**config.mk**
```make
export PLATFORM = sky130hd
export DESIGN_NAME = data_mem_arbiter_flat
export DESIGN_NICKNAME = d
export VERILOG_FILES = /design/src/rtl/data_mem_arbiter_if.sv /design/src/rtl/data_mem_arbiter.sv /design/src/flat_wrapper.sv
export SDC_FILE = /design/constraint.sdc
export NUM_CORES = 1
export LEC_CHECK = 0
export ABC_AREA = 1
export CORE_AREA = 2 2 86 88
export CTS_CLUSTER_SIZE = 14
export DETAILED_ROUTE_END_ITERATION = 12
export DIE_AREA = 0 0 88 90
export PLACE_DENSITY = 0.73
export SLEW_MARGIN = 25
export SYNTH_ARGS = -nofsm -noshare
export SYNTH_HDL_FRONTEND = slang
export SYNTH_SLANG_ARGS = --single-unit
export TNS_END_PERCENT = 1
```
**constraint.sdc**
```tcl
create_clock -name clk -period 3.3 [get_ports clk]
set_clock_uncertainty 0.15 [all_clocks]
set_input_delay 0.825 -clock clk [delete_from_list [all_inputs] [get_ports clk]]
set_output_delay 0.825 -clock clk [all_outputs]
set_load 0.05 [all_outputs]
```
**src/rtl/data_mem_arbiter_if.sv**
```systemverilog
// Request/grant bundle between the CPU and host requesters, the arbiter, and the data memory.
interface data_mem_arbiter_if #(
  parameter int ADDR_W = 5,
  parameter int DATA_W = 32
);
  logic              c_req;
  logic              c_we;
  logic [ADDR_W-1:0] c_addr;
  logic [DATA_W-1:0] c_wdata;
  logic              c_gnt;
  logic              c_rvalid;
  logic [DATA_W-1:0] c_rdata;

  logic              h_req;
  logic              h_we;
  logic [ADDR_W-1:0] h_addr;
  logic [DATA_W-1:0] h_wdata;
  logic              h_lock;
  logic              h_gnt;
  logic              h_rvalid;
  logic [DATA_W-1:0] h_rdata;

  logic [ADDR_W-1:0] mem_addr;
  logic              mem_mode;
  logic [DATA_W-1:0] mem_wdata;
  logic [DATA_W-1:0] mem_rdata;

  // Handshake: a requester holds req/we/addr/wdata stable until the cycle where gnt=1;
  // req&&gnt in a cycle is one transfer; a read transfer returns rvalid one cycle later.
  modport slave (
    input  c_req, c_we, c_addr, c_wdata,
    output c_gnt, c_rvalid, c_rdata,
    input  h_req, h_we, h_addr, h_wdata, h_lock,
    output h_gnt, h_rvalid, h_rdata,
    output mem_addr, mem_mode, mem_wdata,
    input  mem_rdata
  );

  modport master (
    output c_req, c_we, c_addr, c_wdata,
    input  c_gnt, c_rvalid, c_rdata,
    output h_req, h_we, h_addr, h_wdata, h_lock,
    input  h_gnt, h_rvalid, h_rdata,
    input  mem_addr, mem_mode, mem_wdata,
    output mem_rdata
  );
endinterface

```
**src/rtl/data_mem_arbiter.sv**
```systemverilog
// Round-robin arbiter sharing the single-port data memory between the sort CPU and the host
// loader, with a bounded host lock for bursts.
module data_mem_arbiter #(
  parameter int ADDR_W   = 5,
  parameter int DATA_W   = 32,
  parameter int LOCK_MAX = 32
) (
  input  logic               clk,
  input  logic               rst,
  data_mem_arbiter_if.slave  bus,
  output logic               dbg_state
);
  localparam int CNT_W = $clog2(LOCK_MAX + 1);

  typedef enum logic {ST_ARB = 1'b0, ST_LOCK = 1'b1} state_t;

  state_t             state, state_nxt;
  logic               last_host, last_host_nxt;
  logic [CNT_W-1:0]   lock_cnt, lock_cnt_nxt;
  logic               c_pend, c_pend_nxt;
  logic               h_pend, h_pend_nxt;
  logic               c_gnt, h_gnt;

  always_comb begin
    c_gnt         = 1'b0;
    h_gnt         = 1'b0;
    state_nxt     = state;
    last_host_nxt = last_host;
    lock_cnt_nxt  = lock_cnt;
    c_pend_nxt    = 1'b0;
    h_pend_nxt    = 1'b0;

    // Grants are suppressed while rst is high so nothing reaches memory during reset.
    if (!rst) begin
      case (state)
        ST_ARB: begin
          if (bus.c_req && bus.h_req) begin
            c_gnt = last_host;
            h_gnt = !last_host;
          end else begin
            c_gnt = bus.c_req;
            h_gnt = bus.h_req;
          end
          lock_cnt_nxt = '0;
          if (h_gnt && bus.h_lock) state_nxt = ST_LOCK;
        end
        ST_LOCK: begin
          h_gnt        = bus.h_req;
          lock_cnt_nxt = lock_cnt + 1'b1;
          if (!bus.h_lock) begin
            state_nxt = ST_ARB;
          end else if (lock_cnt == CNT_W'(LOCK_MAX - 1)) begin
            state_nxt = ST_ARB;
          end
        end
        default: state_nxt = ST_ARB;
      endcase
    end

    if (c_gnt) last_host_nxt = 1'b0;
    if (h_gnt) last_host_nxt = 1'b1;
    // Forced release hands the next tie to the CPU even if the host transferred this cycle.
    if (state == ST_LOCK && bus.h_lock && lock_cnt == CNT_W'(LOCK_MAX - 1)) last_host_nxt = 1'b1;

    c_pend_nxt = c_gnt && !bus.c_we;
    h_pend_nxt = h_gnt && !bus.h_we;
  end

  always_ff @(posedge clk) begin
    if (rst) begin
      state     <= ST_ARB;
      last_host <= 1'b1;
      lock_cnt  <= '0;
      c_pend    <= 1'b0;
      h_pend    <= 1'b0;
    end else begin
      state     <= state_nxt;
      last_host <= last_host_nxt;
      lock_cnt  <= lock_cnt_nxt;
      c_pend    <= c_pend_nxt;
      h_pend    <= h_pend_nxt;
    end
  end

  // Idle cycles issue a harmless read of address 0.
  always_comb begin
    bus.mem_addr  = ADDR_W'(0);
    bus.mem_mode  = 1'b1;
    bus.mem_wdata = DATA_W'(0);
    if (c_gnt) begin
      bus.mem_addr  = bus.c_addr;
      bus.mem_mode  = ~bus.c_we;
      bus.mem_wdata = bus.c_wdata;
    end else if (h_gnt) begin
      bus.mem_addr  = bus.h_addr;
      bus.mem_mode  = ~bus.h_we;
      bus.mem_wdata = bus.h_wdata;
    end
  end

  assign bus.c_gnt    = c_gnt;
  assign bus.h_gnt    = h_gnt;
  assign bus.c_rvalid = c_pend && !rst;
  assign bus.h_rvalid = h_pend && !rst;
  assign bus.c_rdata  = bus.c_rvalid ? bus.mem_rdata : DATA_W'(0);
  assign bus.h_rdata  = bus.h_rvalid ? bus.mem_rdata : DATA_W'(0);
  assign dbg_state    = (state == ST_LOCK);
endmodule

```
**src/flat_wrapper.sv**
```systemverilog
// flat-port wrapper written by rule: the top's interface ports become plain ports
module data_mem_arbiter_flat 
#(
  parameter int ADDR_W   = 5,
  parameter int DATA_W   = 32,
  parameter int LOCK_MAX = 32
)
  (clk, rst, dbg_state, bus_c_req, bus_c_we, bus_c_addr, bus_c_wdata, bus_c_gnt, bus_c_rvalid, bus_c_rdata, bus_h_req, bus_h_we, bus_h_addr, bus_h_wdata, bus_h_lock, bus_h_gnt, bus_h_rvalid, bus_h_rdata, bus_mem_addr, bus_mem_mode, bus_mem_wdata, bus_mem_rdata);
  data_mem_arbiter_if #(.ADDR_W(ADDR_W), .DATA_W(DATA_W)) bus_i ();
  input  logic clk;
  input  logic rst;
  output logic dbg_state;
  input wire logic [$bits(bus_i.c_req)-1:0] bus_c_req;
  input wire logic [$bits(bus_i.c_we)-1:0] bus_c_we;
  input wire logic [$bits(bus_i.c_addr)-1:0] bus_c_addr;
  input wire logic [$bits(bus_i.c_wdata)-1:0] bus_c_wdata;
  output wire logic [$bits(bus_i.c_gnt)-1:0] bus_c_gnt;
  output wire logic [$bits(bus_i.c_rvalid)-1:0] bus_c_rvalid;
  output wire logic [$bits(bus_i.c_rdata)-1:0] bus_c_rdata;
  input wire logic [$bits(bus_i.h_req)-1:0] bus_h_req;
  input wire logic [$bits(bus_i.h_we)-1:0] bus_h_we;
  input wire logic [$bits(bus_i.h_addr)-1:0] bus_h_addr;
  input wire logic [$bits(bus_i.h_wdata)-1:0] bus_h_wdata;
  input wire logic [$bits(bus_i.h_lock)-1:0] bus_h_lock;
  output wire logic [$bits(bus_i.h_gnt)-1:0] bus_h_gnt;
  output wire logic [$bits(bus_i.h_rvalid)-1:0] bus_h_rvalid;
  output wire logic [$bits(bus_i.h_rdata)-1:0] bus_h_rdata;
  output wire logic [$bits(bus_i.mem_addr)-1:0] bus_mem_addr;
  output wire logic [$bits(bus_i.mem_mode)-1:0] bus_mem_mode;
  output wire logic [$bits(bus_i.mem_wdata)-1:0] bus_mem_wdata;
  input wire logic [$bits(bus_i.mem_rdata)-1:0] bus_mem_rdata;
  assign bus_i.c_req = bus_c_req;
  assign bus_i.c_we = bus_c_we;
  assign bus_i.c_addr = bus_c_addr;
  assign bus_i.c_wdata = bus_c_wdata;
  assign bus_c_gnt = bus_i.c_gnt;
  assign bus_c_rvalid = bus_i.c_rvalid;
  assign bus_c_rdata = bus_i.c_rdata;
  assign bus_i.h_req = bus_h_req;
  assign bus_i.h_we = bus_h_we;
  assign bus_i.h_addr = bus_h_addr;
  assign bus_i.h_wdata = bus_h_wdata;
  assign bus_i.h_lock = bus_h_lock;
  assign bus_h_gnt = bus_i.h_gnt;
  assign bus_h_rvalid = bus_i.h_rvalid;
  assign bus_h_rdata = bus_i.h_rdata;
  assign bus_mem_addr = bus_i.mem_addr;
  assign bus_mem_mode = bus_i.mem_mode;
  assign bus_mem_wdata = bus_i.mem_wdata;
  assign bus_i.mem_rdata = bus_mem_rdata;
  data_mem_arbiter #(.ADDR_W(ADDR_W), .DATA_W(DATA_W), .LOCK_MAX(LOCK_MAX)) u_core (.clk(clk), .rst(rst), .bus(bus_i), .dbg_state(dbg_state));
endmodule
```
After elaboration in Yosys (flattened, before gate mapping)
Cells that the tools add are included.
{"block": "op_classes", "add_sub_neg": 1, "bitwise": 3, "n_reduce_logical": 13, "mux": 21, "eq_ne": 1}
{"operator": "32-bit 2-to-1 mux", "count": 4}
{"operator": "1-bit 2-to-1 mux", "count": 12}
{"operator": "6-bit case mux with 2 select lines", "count": 1}
{"operator": "5-bit 2-to-1 mux", "count": 2}
{"operator": "1-bit logical AND", "count": 8}
{"operator": "6-bit by 1-bit adder with 6-bit output, second input constant", "count": 1}
{"operator": "6-bit by 5-bit == test with 1-bit output, second input constant", "count": 1}
{"operator": "1-bit zero test", "count": 4}
{"operator": "1-bit case mux with 2 select lines", "count": 2}
{"operator": "1-bit inverter", "count": 3}
{"operator": "3-bit OR reduction", "count": 1}
{"block": "word_totals", "ff_bits": 10, "out_inout_bits": 107, "inputBits": 113, "wordCells": 44}

Depth between registers and ports, before layout
Gate-level depths: netlist of the first run.
{"block": "logic_depth", "ltp_word": 8, "ltp_mapped": 8}

Least setup slack after synthesis of the first run
Ideal clock, no wire load.
{"block": "synth_timing", "path_kind": "in2out", "start": "in rst", "end": "out bus_mem_wdata[22]", "path_slack_ns": 0.460, "required_time_ns": 2.325, "path_stages": 6, "t_arrival_ns": 1.865, "cell_sequence": "nor2_2 nand3_2 inv_2 buf_2 nand2_1 nand2_1"}
{"element": "from (decl)", "line": "flat_wrapper.sv:11", "text": "input logic rst;"}
{"element": "1-bit 2-to-1 mux", "line": "data_mem_arbiter.sv:34", "text": "if (!rst) begin"}
{"element": "named net bus_c_gnt", "line": "flat_wrapper.sv:17", "text": "output wire logic [$bits(bus_i.c_gnt)-1:0] bus_c_gnt;"}
{"element": "32-bit 2-to-1 mux", "line": "data_mem_arbiter.sv:90", "text": "if (c_gnt) begin"}
{"element": "to (decl)", "line": "flat_wrapper.sv:30", "text": "output wire logic [$bits(bus_i.mem_wdata)-1:0] bus_mem_wdata;"}
The timed path passes the listed nets, and every way through them passes these cells.

Final worst setup path of the first run
{"block": "layout_timing", "start": "in bus_h_req", "end": "out bus_mem_wdata[16]"}
{"block": "layout_between", "elab_chain_len": 8}
{"element": "from (decl)", "line": "flat_wrapper.sv:20", "text": "input wire logic [$bits(bus_i.h_req)-1:0] bus_h_req;"}
{"element": "1-bit logical AND", "line": "data_mem_arbiter.sv:37", "text": "if (bus.c_req && bus.h_req) begin"}
{"element": "1-bit 2-to-1 mux", "line": "data_mem_arbiter.sv:37"}
{"element": "1-bit 2-to-1 mux", "line": "data_mem_arbiter.sv:35", "text": "case (state)"}
{"element": "1-bit 2-to-1 mux", "line": "data_mem_arbiter.sv:34"}
{"element": "1-bit case mux with 2 select lines", "line": "data_mem_arbiter.sv:35"}
{"element": "1-bit 2-to-1 mux", "line": "data_mem_arbiter.sv:34"}
{"element": "32-bit 2-to-1 mux", "line": "data_mem_arbiter.sv:94", "text": "end else if (h_gnt) begin"}
{"element": "32-bit 2-to-1 mux *", "line": "data_mem_arbiter.sv:90"}
Mark *: on every way between the ends. The rest lies on a longest branch, timed or not. The select of a mux whose other input is x is not followed.

==> results of run 1 <==
## worst max-delay path, stage by stage
cell	delay, ps
clkdlybuf4s50_1	490
inv_1	60
nor2_2	130
nand2_2	100
inv_4	90
buf_12	150
nand2_1	60
nand2_1	140
buf_12	160
## state kept, by name, indices dropped and copies added (netlist names)
signal	cells
u_core.h_pend	1
u_core.c_pend	1
u_core.dbg_state	1
u_core.lock_cnt	6
u_core.last_host	1
## routing by layer
metal | up-vias | global-route usage
met1 | 1125 | 0.195
met3 | 25 | 0.0358
met2 | 138 | 0.377
met4 | 0 | 0.0731
li1 | 1259 | -
met5 | - | 0
## power breakdown
group          switching (mW)  leakage [nW]  total [mW]  internal [mW]
registers             0.00308        0.0813       0.128          0.125
clock network          0.0444        0.0216       0.124         0.0795
logic                   0.316          2.14       0.646          0.330
## Yosys cell counts, drive strengths merged
cell	number	area, sq um
o21ai	2	10.0
nand4	1	6.26
dfxtp	10	200
xnor2	1	8.76
a21oi	3	15.0
buf	14	108
nand3	7	40.0
nand3b	1	7.51
inv	48	180
nand2	128	483
ha	1	12.5
nor2	76	290
## repair_timing
action,4_1_cts,5_1_grt
cloned,0,1
endpoints found under the hold margin,0,0
buffers inserted,0,0
resized for setup,1,5
endpoints found under the setup margin,2,33
## area by class of cell
cell class | count | area [sq um]
clock buffer | 3 | 41.3
inverter | 48 | 183
tap | 99 | 124
fill | 524 | 2260
sequential | 10 | 200
multi-input combinational | 220 | 883
timing repair buffer | 224 | 3330
## cells by family (layout without fill, tap and decap cells)
family / after synthesis / after routing
flops: 10 / 10
compound gates: 5 / 5
xor+xnor: 1 / 1
buf+inv: 62 / 275
fa+ha+maj: 1 / 1
simple gates: 213 / 213
## final timing paths
path | endpoint | slack, ps | depth (start not counted)
worst min register to register | u_core.lock_cnt[0] | 310 | 1
worst max register to register | u_core.dbg_state | 2110 | 6
worst min-delay path | u_core.lock_cnt[0] | 310 | 1
worst max-delay path | bus_mem_wdata[16] | 100 | 9
## through the flow
step	hold slack (ps)	area, sq um	power (mW)	utilization
finish	308	4760	0.897	0.678
global route	352	4760	0.933	0.678
CTS	314	4730	0.894	0.673
detailed placement	297	4690	0.770	0.667
global placement	278	4690	0.762	0.667
floorplan	267	1360	0.393	-
==> summary.md, run 1 <==
| Metric | Value |
|---|---|
| CP Data Arrival Time | roughly 2200 ps |
| Worst-skew pair later-pin latency | between 200 and 250 ps |
| Pre-CTS setup slack | -8.27 ps |
| CTS Root Cell | clkbuf_8 |
| M1 wire length | about 2900 microns |
| Total congestion overflow | 0 |
| Yosys cell types | 17 |
| Synth Area in Compound Gates | 0.0184 |
| WS Path Type | in2out |
| Unrepaired setup endpoints after global routing | yes |
| IO Port Bufs | around 220 |
| Cell Pwr Density | roughly 190 nW/um^2 |
| Top Metal Used | met4 |
| Yosys warning total | 0 |
| Depth of the CTS H-tree | 1 |
| Metal2 WL | 4460 microns |
| DIE HEIGHT | roughly 90 microns |
| Most common cell after layout, fill and taps aside | nand2_1 |
| Clock buffer depth | 2 |
| DRT Wirelength | between 8000 and 9000 microns |
| Reg-to-Reg Start | u_core.lock_cnt[0] |
| CTS tree | yes |
| Leakage power | 2.25 nW |
| Die area | 7920 sq um |
| Final Setup Violations | 0 |
| Sink Count | 10 |
| Fin cells | slightly above 600 |
| Synth Area in Adders | 0.00919 |
| Largest fanout on the critical path | 19 |
| Io pins | 220 |
| Req. time, crit path | ~2300 ps |
| Placed cells | 600 |
| DR WL/cell | 13.7 microns |
| Cell Rows | 31 |
| Diodes inserted | 0 |
| Largest family of logic cells by synthesized area | simple AND/OR/NAND/NOR gates |
| Layout net count | ~620 |
| Peak VDD IR | 0.210 mV |
| Fmax achieved | around 0.31 GHz |
| Outcome | completed |
| Clk slew on worst S/H paths | 40 ps |
| Fin crit share | 0.969 |
| Final worst slack | between 100 and 150 ps |
| Syn-to-layout area delta | 250% |
| Avg Inst Size Synth | 4.66 sq um |
| Fin crit period | roughly 3200 ps |
| Setup crit start | bus_h_req |
| Largest net degree at the start of global routing | 39 |
| Most frequent cells in the layout | 123 x nand2_1, 112 x clkdlybuf4s50_1, 108 x buf_12 |
| Worst-Margin Slew | 495 ps |
| Die Wd | between 80 and 90 microns |
| Global-route wire length before repair | 12300 microns |
| Syn Inst Count | between 200 and 300 |
| Mux contribution to synthesized area | 0 |
| Net Count, Synth | 406 |
| Seq/Total Area, Yosys | 0.147 |
| Max-slew headroom | 0.669 |
| Share of cells above drive strength 1 | 0.246 |
| Core Region | between 7000 and 8000 sq um |
| Num CTS Buffers | 3 |
| CTS Hold Bufs | 0 |
| GRT Total Usage | 0.193 |
| FF+latch count, synth | 10 |
| Final setup TNS | 0 ps |
| RePlAce Congestion | 0.888 |
| Final ANT Viol Nets | 0 |
| Starting density of the core | 0.194 |
| Final HPWL from detailed placement | between 6000 and 7000 microns |
| Max-cap viol count | 0 |
| Detailed-route via count | 2547 |
| Hold Crit Class | reg2reg |
| Drt pass-1 iters | 4 |
| Fin. Hold Viols | 0 |
| Final number of max-transition violations | 0 |
| Synth Area in Simple Gates | 0.608 |
| Vias in the first global route | approximately 2.6k |
| Antenna violations before repair | 0 |
| DRC | 0 |
| CP Capture Type | output port |
| Startpoint of the worst hold path | u_core.lock_cnt[0] |
| Post-Syn Area | between 1000 and 1500 sq um |
| Vias/cell | ~4.2 |
| Synth Area in XOR/XNOR | 0.00643 |
| Critical Path Start Type | primary input |
| Met3 wire length | 643 microns |
| DRT iter0 DRCs | 71 |
Power figures use the tool's default switching activity.
==> inputs of run 2 (changes only) <==
CORE_AREA = default   (was 2 2 86 88)
CORE_MARGIN = 2   (was default)
CORE_UTILIZATION = 20   (was default)
DIE_AREA = default   (was 0 0 88 90)
PLACE_DENSITY = 0.77   (was 0.73)
RECOVER_POWER = 25   (was default)
clock period = 2.8 ns   (was 3.3 ns; I/O delays follow)
==> run 2 against run 1 <==
Global-route usage up 1.4 points. Combinational power grew 26%. Clock-buffer cell count increased by 1. Critical endpoint is now bus_mem_wdata[6]. Largest cell class unchanged. Highest routed layer unchanged.
==> summary.md, run 2 (synthesis results as in run 1) <==
| Metric | Value |
|---|---|
| Outcome | completed |
| Clk slew on worst S/H paths | 50 ps (about the same) |
| Sink Count | 10 (unchanged) |
| Req. time, crit path | 1950 ps (-370 ps) |
| Storage element area | 200 sq um (unchanged) |
| CP cell instances | dlygate4sd2_1 -> nor2_1 -> nand2_2 -> clkinv_4 -> buf_16 -> nand2_1 -> nand2_2 -> buf_12 |
| IO Port Bufs | 219 (unchanged) |
| R2R Setup Slk | 1630 ps (-480 ps) |
| Multi-input logic area | 996 sq um (+13%) |
| Layout net count | 638 (+2.7%) |
| Max-slew headroom | 0.664 (-0.00432) |
| Largest fanout on the critical path | 19 (unchanged) |
| Detailed-route via count | 2630 (+3.3%) |
| Num CTS Buffers | 3 (unchanged) |
| CP Capture Type | output port |
| DRT iter0 DRCs | 119 (+68%) |
| DRC | 0 (unchanged) |
| Fin crit share | 0.968 |
| Worst-Margin Slew | 502 ps (+6.37 ps) |
| Fin crit period | between 2000 and 3000 ps |
| Hold Crit Class | reg2reg |
| Max-cap viol count | 0 (unchanged) |
| Overall Power | 1.14 mW (+27%) |
| Die area | 7480 sq um (-5.5%) |
| CTS Hold Bufs | 0 (unchanged) |
| Global-route wire length before repair | 12400 microns (+0.95%) |
| Unrepaired setup endpoints after global routing | no |
| Worst-skew pair later-pin latency | 240 ps (about the same) |
| Filler instances | 482 (-8.0%) |
| Final Setup Violations | 0 (unchanged) |
| Clock buffer depth | 2 (unchanged) |
| Largest net degree at the start of global routing | 39 (unchanged) |
| DIE HEIGHT | 86.5 microns (-3.9%) |
| Vias/cell | 4.36 (+3.4%) |
| CP dominant cell by count | nand2_2 |
| Antenna violations before repair | 0 (unchanged) |
| Cell Pwr Density | 236 nW/um^2 (+25%) |
| Final number of max-transition violations | 0 (unchanged) |
| Startpoint of the worst hold path | u_core.lock_cnt[0] |
| Design area | 4830 sq um (+1.5%) |
| Syn-to-layout area delta | 255% |
| Vias in the first global route | 2489 (-3.9%) |
| Fin cells | 603 (-0.17%) |
| Reg-to-Reg Start | u_core.lock_cnt[0] |
| Diodes inserted | 0 (unchanged) |
| Most frequent cells in the layout | 108 x clkdlybuf4s50_1, 92 x buf_12, 77 x nand2_1 |
| DRT Wirelength | 9040 microns (+9.1%) |
| Die Wd | 86.5 microns (-1.7%) |
| Share of cells above drive strength 1 | 0.352 (+0.106) |
| Most common cell after layout, fill and taps aside | clkdlybuf4s50_1 |
| Leakage power | 2.30 nW (+2.6%) |
| Drt pass-1 iters | 4 (unchanged) |
| Placed cell areas | 4740 sq um (+1.1%) |
| DR WL/cell | 15.0 microns (+9.3%) |
| CP Data Arrival Time | 1860 ps (-360 ps) |
| Final HPWL from detailed placement | 7060 microns (+1.1%) |
| Setup crit start | rst |
| Starting density of the core | 0.204 (+0.00984) |
| GRT Total Usage | 0.208 (+0.0143) |
| Placed cells | 591 (-1.5%) |
| Final ANT Viol Nets | 0 (unchanged) |
| Largest Register | u_core.lock_cnt |
| Cell Rows | 30 (-3.2%) |
| Io pins | 220 (unchanged) |
| Final cell utilization of the core | 0.724 (+0.0451) |
| Peak VDD IR | 0.168 mV (-20%) |
| WS Path Type | in2out |
| Largest register FFs | 6 (unchanged) |
| Core Region | 6680 sq um (-4.8%) |
| Total congestion overflow | 0 (unchanged) |
| Reg2Reg Depth | 6 (unchanged) |
| Depth of the CTS H-tree | 1 (unchanged) |
| Fin. Hold Viols | 0 (unchanged) |
| Crit-path max cell delay | 280 ps (-210 ps) |
| Fmax achieved | ~0.37 GHz |
| CTS Root Cell | clkbuf_8 |
| Final setup TNS | 0 ps (unchanged) |
| RePlAce Congestion | 0.793 (-11%) |
| Slowest-stage cell, CP | dlygate4sd2_1 |
| Critical Path Start Type | primary input |
| R2r endpoint | u_core.dbg_state |
| CTS tree | yes |
| Destination of the critical timing path | bus_mem_wdata[6] |
## run 2: area by class of cell
cell class              count  area share
multi-input cells         220       0.206
repair buffers            241       0.681
well taps                  80      0.0207
inverters                  48      0.0393
flip-flops and latches     10      0.0414
clock buffers               4      0.0114
## run 2: how the worst min path moves through the flow
stage                     cells past startpoint            endpoint  slack, ps
final                                         1  u_core.lock_cnt[0]        310
after global routing                          1  u_core.lock_cnt[0]        330
after CTS                                     1  u_core.lock_cnt[0]        310
after detailed placement                      1  u_core.lock_cnt[0]        300
after global placement                        1  u_core.lock_cnt[0]        280
after floorplan                               1  u_core.lock_cnt[0]        270
## run 2: timing repair
item | 4_1_cts | 5_1_grt
endpoints found under the hold margin | 0 | 0
pin swaps | 2 | 0
gates cloned | 1 | 7
endpoints found under the setup margin | 96 | 40
resized for setup | 42 | 16
buffers inserted | 0 | 0
## run 2: where the power goes
group,switching (mW),leakage [nW],internal (mW)
Sequential,0.00324,0.0813,0.147
Combinational,0.395,2.19,0.416
Clock,0.0574,0.0288,0.124
Total,0.456,2.30,0.687
## run 2: worst max-delay path, delay by kind of cell
family	cells	cell delay, ps
buffers and inverters	4	670
AND/OR/NAND/NOR	4	480
## run 2: routing by layer
layer	vias up	wire length, microns	track usage
met2	129	5040	0.417
met4	0	180	0.0582
met5	-	0	0
met1	1189	3190	0.217
li1	1298	-	-
met3	14	629	0.0362
## run 2: through the flow
step,setup slack [ps],hold WS (ps)
finish,88.2,310
global route,25.8,328
CTS,-89.3,308
detailed placement,-147,298
global placement,-95.0,279
floorplan,156,267
==> RTL change 1 (flow settings as in run 1) <==
`DATA_W` is set to 32 in 3 places; all go to 24.
--- a/src/rtl/data_mem_arbiter_if.sv
+++ b/src/rtl/data_mem_arbiter_if.sv
@@ -1,7 +1,7 @@
 // Request/grant bundle between the CPU and host requesters, the arbiter, and the data memory.
 interface data_mem_arbiter_if #(
   parameter int ADDR_W = 5,
-  parameter int DATA_W = 32
+  parameter int DATA_W = 24
 );
   logic              c_req;
   logic              c_we;
--- a/src/rtl/data_mem_arbiter.sv
+++ b/src/rtl/data_mem_arbiter.sv
@@ -2,7 +2,7 @@
 // loader, with a bounded host lock for bursts.
 module data_mem_arbiter #(
   parameter int ADDR_W   = 5,
-  parameter int DATA_W   = 32,
+  parameter int DATA_W   = 24,
   parameter int LOCK_MAX = 32
 ) (
   input  logic               clk,
--- a/src/flat_wrapper.sv
+++ b/src/flat_wrapper.sv
@@ -2,7 +2,7 @@
 module data_mem_arbiter_flat 
 #(
   parameter int ADDR_W   = 5,
-  parameter int DATA_W   = 32,
+  parameter int DATA_W   = 24,
   parameter int LOCK_MAX = 32
 )
   (clk, rst, dbg_state, bus_c_req, bus_c_we, bus_c_addr, bus_c_wdata, bus_c_gnt, bus_c_rvalid, bus_c_rdata, bus_h_req, bus_h_we, bus_h_addr, bus_h_wdata, bus_h_lock, bus_h_gnt, bus_h_rvalid, bus_h_rdata, bus_mem_addr, bus_mem_mode, bus_mem_wdata, bus_mem_rdata);
Interface: changed (6 resized); port bits go from 220 to 172. The function was not compared with the original's and may differ.
==> RTL change 1 against run 1 <==
Combinational power is 21% lower; setup slack better by 4.4 ps; sequential cell count stayed put; area after synthesis is 15% lower; critical path depth stayed put; fmax is 0.14% higher; utilization is 13 points lower; wire length is 33% lower; total power is 15% lower; register-to-register slack hardly changed; critical path type unchanged; highest routed layer unchanged; cell area is 19% lower.
==> RTL change 1: results (changes against run 1) <==
* Metal1 wirelength at 1950 µm (was 2900 µm)
* Final HPWL DP at 4860 µm (was 6980 µm)
* Synth cell count leaders: nand2_1 (101), nor2_1 (58), inv_1 (38), dfxtp_1 (10), buf_4 (8) (was nand2_1 (127), nor2_1 (74), inv_1 (46), dfxtp_1 (10), buf_2 (8))
* Met3 usage at 3.31% (was 3.58%)
* First-pass GRT wire length at 8780 µm (was 12,300 µm)
* Worst Setup SP: bus_h_req (unchanged)
* Critical path arrival at 2220 ps (about the same)
* WHS at 293 ps (was 308 ps)
* Crit Reg-Reg Startpoint: u_core.lock_cnt[0]$_SDFF_PP0_ (unchanged)
* Xor/xnor cell area share of the yosys netlist at 0.754% (was 0.643%)
* Post-CTS sizing at 0 (was 1)
* Sequential fraction of the synthesis area at 17.2% (was 14.7%)
* Met3 wire len at 653 µm (was 643 µm)
* Tot GR Track Use at 13.5% (was 19.3%)
* Synth Area in Adders at 1.08% (was 0.919%)
* Synth area leaders: nand2_1 (33%), nor2_1 (19%), dfxtp_1 (17%), inv_1 (12%), buf_4 (5.2%) (was nand2_1 (35%), nor2_1 (20%), dfxtp_1 (15%), inv_1 (13%), buf_6 (5.0%))
* Leak at 1.81 nW (was 2.25 nW)
* Compound-Gate Fraction of Synth Area at 2.16% (was 1.84%)
* Wire length on met2 at 2810 µm (was 4460 µm)
* Crit path largest cell delay at 500 ps
* Ratio of cells with drive above 1 in the final layout at 23.8% (was 24.6%)
* Vias in the first global route at 2,003 (was 2,589)
* Status: completed (unchanged)
* Slowest CP cell: clkdlybuf4s50_1 (unchanged)
* CTS Root Cell: clkbuf_8 (unchanged)
* PortBufs at 171 (was 219)
* Grt met2 use at 25.9% (was 37.7%)
* Crit-path max FO at 30 (was 19)
* Placement Setup Slack at 46.3 ps (was -8.27 ps)
* Worst-skew pair later-pin latency at 230 ps
* Hold Startpoint: u_core.lock_cnt[0]$_SDFF_PP0_ (unchanged)
* Crit path to: bus_mem_wdata[22] (was bus_mem_wdata[16])
* Routed wire length per instance at 10.9 µm (was 13.7 µm)
* Cells after Synth at 240 (was 292)
* Fmax achieved at 313 MHz (about the same)
* WHS Path Cells at 1 (unchanged)
* Syn_nets at 330 (was 406)
* Final Non-Filler Cells at 507 (was 604)
* Max_cap viols at 0 (unchanged)
* Placed Area at 3810 µm² (was 4690 µm²)
* Layout Nets at 500 (was 621)
* FF-to-FF End: u_core.dbg_state$_SDFF_PP0_ (unchanged)
* Largest net degree at the start of global routing at 31 (was 39)
* R2R cell count at 6 (unchanged)
* Vias/cell at 3.93 (was 4.22)
* Iter 0 DRT Violations at 26 (was 71)
* H-tree levels at 1 (unchanged)
* Max_slew headroom at 66.9% (about the same)
* RD Place Congestion at 0.821 (was 0.888)
* Met1 usage at 13.7% (was 19.5%)
* WHS Endpoint: u_core.lock_cnt[0]$_SDFF_PP0_ (unchanged)
* Worst IR Drop VDD at 0.000174 V (was 0.000210 V)
==> RTL change 1: cell types whose count changed after synthesis <==
| cell | run 1 | this run |
|---|---|---|
| buf_6 | 6 | 2 |
| nor2_1 | 74 | 58 |
| nand2_2 | 1 | 3 |
| inv_1 | 46 | 38 |
| nand2_1 | 127 | 101 |
| buf_2 | 8 | 0 |
| buf_4 | 0 | 8 |
==> RTL change 1: area by class of cell <==
cell class              instances  area (µm²)
fillers                       597        3160
repair buffers                175        2620
multi-input cells             180         728
flip-flops and latches         10         200
inverters                      40         150
well taps                      99         124
clock buffers                   3        41.3
==> RTL change 1: power by group <==
part           switching (mW)  leakage [nW]  internal [mW]  total [mW]
Sequential            0.00285        0.0813          0.125       0.128
Clock                  0.0449        0.0216         0.0796       0.125
Combinational           0.246          1.71          0.261       0.508
Total                   0.294          1.81          0.466       0.760
==> RTL change 2 (flow settings as in run 1) <==
Made on the original files. Reset style: asynchronous (`rst`), changed in one clocked block.
--- a/src/rtl/data_mem_arbiter.sv
+++ b/src/rtl/data_mem_arbiter.sv
@@ -66,7 +66,7 @@
     h_pend_nxt = h_gnt && !bus.h_we;
   end
 
-  always_ff @(posedge clk) begin
+  always_ff @(posedge clk or posedge rst) begin
     if (rst) begin
       state     <= ST_ARB;
       last_host <= 1'b1;
Check against the original RTL: differs if rst is asserted again (counterexample within 4 cycles, from zero or initial values and one cycle with rst high); with rst held inactive, the same outputs for 10 cycles.
==> RTL change 2 against run 1 <==
Wire length shrank 3.1%; sequential cell count did not move; non-clock buffer count is 4 higher; total power is 18% higher; global-route usage down 0.64 points; critical path type unchanged; area after synthesis increased by 4.9%; sequential power is 30% higher; cell area grew 2.9%; largest power group unchanged; setup slack worse by 17 ps; via count up 0.98%.
==> RTL change 2: results (changes against run 1) <==
* Status: completed (unchanged)
* Logic power comb at 0.758 mW (was 0.646 mW)
* Crit path to: bus_mem_wdata[15] (was bus_mem_wdata[16])
* Sw Ratio at 42.4% (was 40.5%)
* Crit Reg-Reg Startpoint: u_core.lock_cnt[0]$_DFFE_PP0N_ (was u_core.lock_cnt[0]$_SDFF_PP0_)
* Sequential fraction of the synthesis area at 17.6% (was 14.7%)
* Avg Inst Size Synth at 4.92 µm² (was 4.66 µm²)
* Placed Cells at 598 (was 600)
* Final Non-Filler Cells at 606 (was 604)
* Fraction of registers with async set/reset at 100% (was 0%)
* Layout clock area frac at 0.919% (was 0.867%)
* Layout Nets at 622 (was 621)
* Worst IR Drop VDD at 0.000221 V (was 0.000210 V)
* Clock buffer count at 4 (was 3)
* Filler cells at 491 (was 524)
* Max_slew headroom at 67.0% (was 66.9%)
* Non-clock buffer share at 69.6% (was 70.0%)
* Fraction of area in multi-input gates at 18.5% (about the same)
* Synth cell types at 20 (was 17)
* Vias in the first global route at 2,516 (was 2,589)
* Placement Setup Slack at 39.7 ps (was -8.27 ps)
* WHS at 380 ps (was 308 ps)
* Hold Startpoint: u_core.lock_cnt[1]$_DFFE_PP0N_ (was u_core.lock_cnt[0]$_SDFF_PP0_)
* Placed Area at 4770 µm² (was 4690 µm²)
* Layout area overhead at 243% (was 250%)
* Multi-input gate count at 221 (was 220)
* Synth area leaders: nand2_1 (33%), nor2_1 (19%), dfrtp_1 (16%), inv_1 (11%), buf_6 (3.9%) (was nand2_1 (35%), nor2_1 (20%), dfxtp_1 (15%), inv_1 (13%), buf_6 (5.0%))
* Synth Flop Type: dfrtp_1 (was dfxtp_1)
* Leak at 2.36 nW (was 2.25 nW)
* Vias/cell at 4.24 (was 4.22)
* Final HPWL DP at 6550 µm (was 6980 µm)
* Syn_nets at 404 (was 406)
* Pwr per Cell Area at 215 nW/µm² (was 188 nW/µm²)
* Buffers, non-clock at 228 (was 224)
* WHS Path Cells at 2 (was 1)
* Ratio of cells with drive above 1 in the final layout at 24.9% (was 24.6%)
* FF-to-FF End: u_core.dbg_state$_DFFE_PP0N_ (was u_core.dbg_state$_SDFF_PP0_)
* Period minus WS final at 3210 ps (was 3200 ps)
* Critical path arrival at 2240 ps (was 2220 ps)
* Sequential share of cell area at 5.13% (was 4.20%)
* RD Place Congestion at 0.890 (was 0.888)
[RTL change 2: changes by cell type after synthesis, sizes merged, moves of 2 or more]
cell and change:
dfxtp -10, dfrtp +9, inv -4, a21oi +3
nor2 -3, nand3 -2, o21ai +2
[RTL change 2: kinds of logic (layout without fill, tap and decap cells)]
group           count (synthesis)  in the layout  synth area share, %
simple gates                  209            209                 56.9
buf+inv                        59            276                 20.2
compound gates                 10             10                 3.77
flops                          10             10                 17.6
fa+ha+maj                       1              1                0.876
xor+xnor                        1              1                0.614
[RTL change 2: metal layers]
metal / share of wire [%] / GRT usage, % / vias to the layer above / wire (µm)
met5: 0 / 0 / - / 0
met3: 9.5 / 3.58 / 13 / 761
met2: 55 / 36.6 / 157 / 4410
met4: 1.8 / 4.62 / 0 / 144
met1: 34 / 19.7 / 1129 / 2710
li1: - / - / 1273 / -
[RTL change 2: repair_timing]
item	CTS	global route
setup buffers	0	2
setup endpoints to repair	0	37
gates resized for setup	0	6
hold buffers	0	0
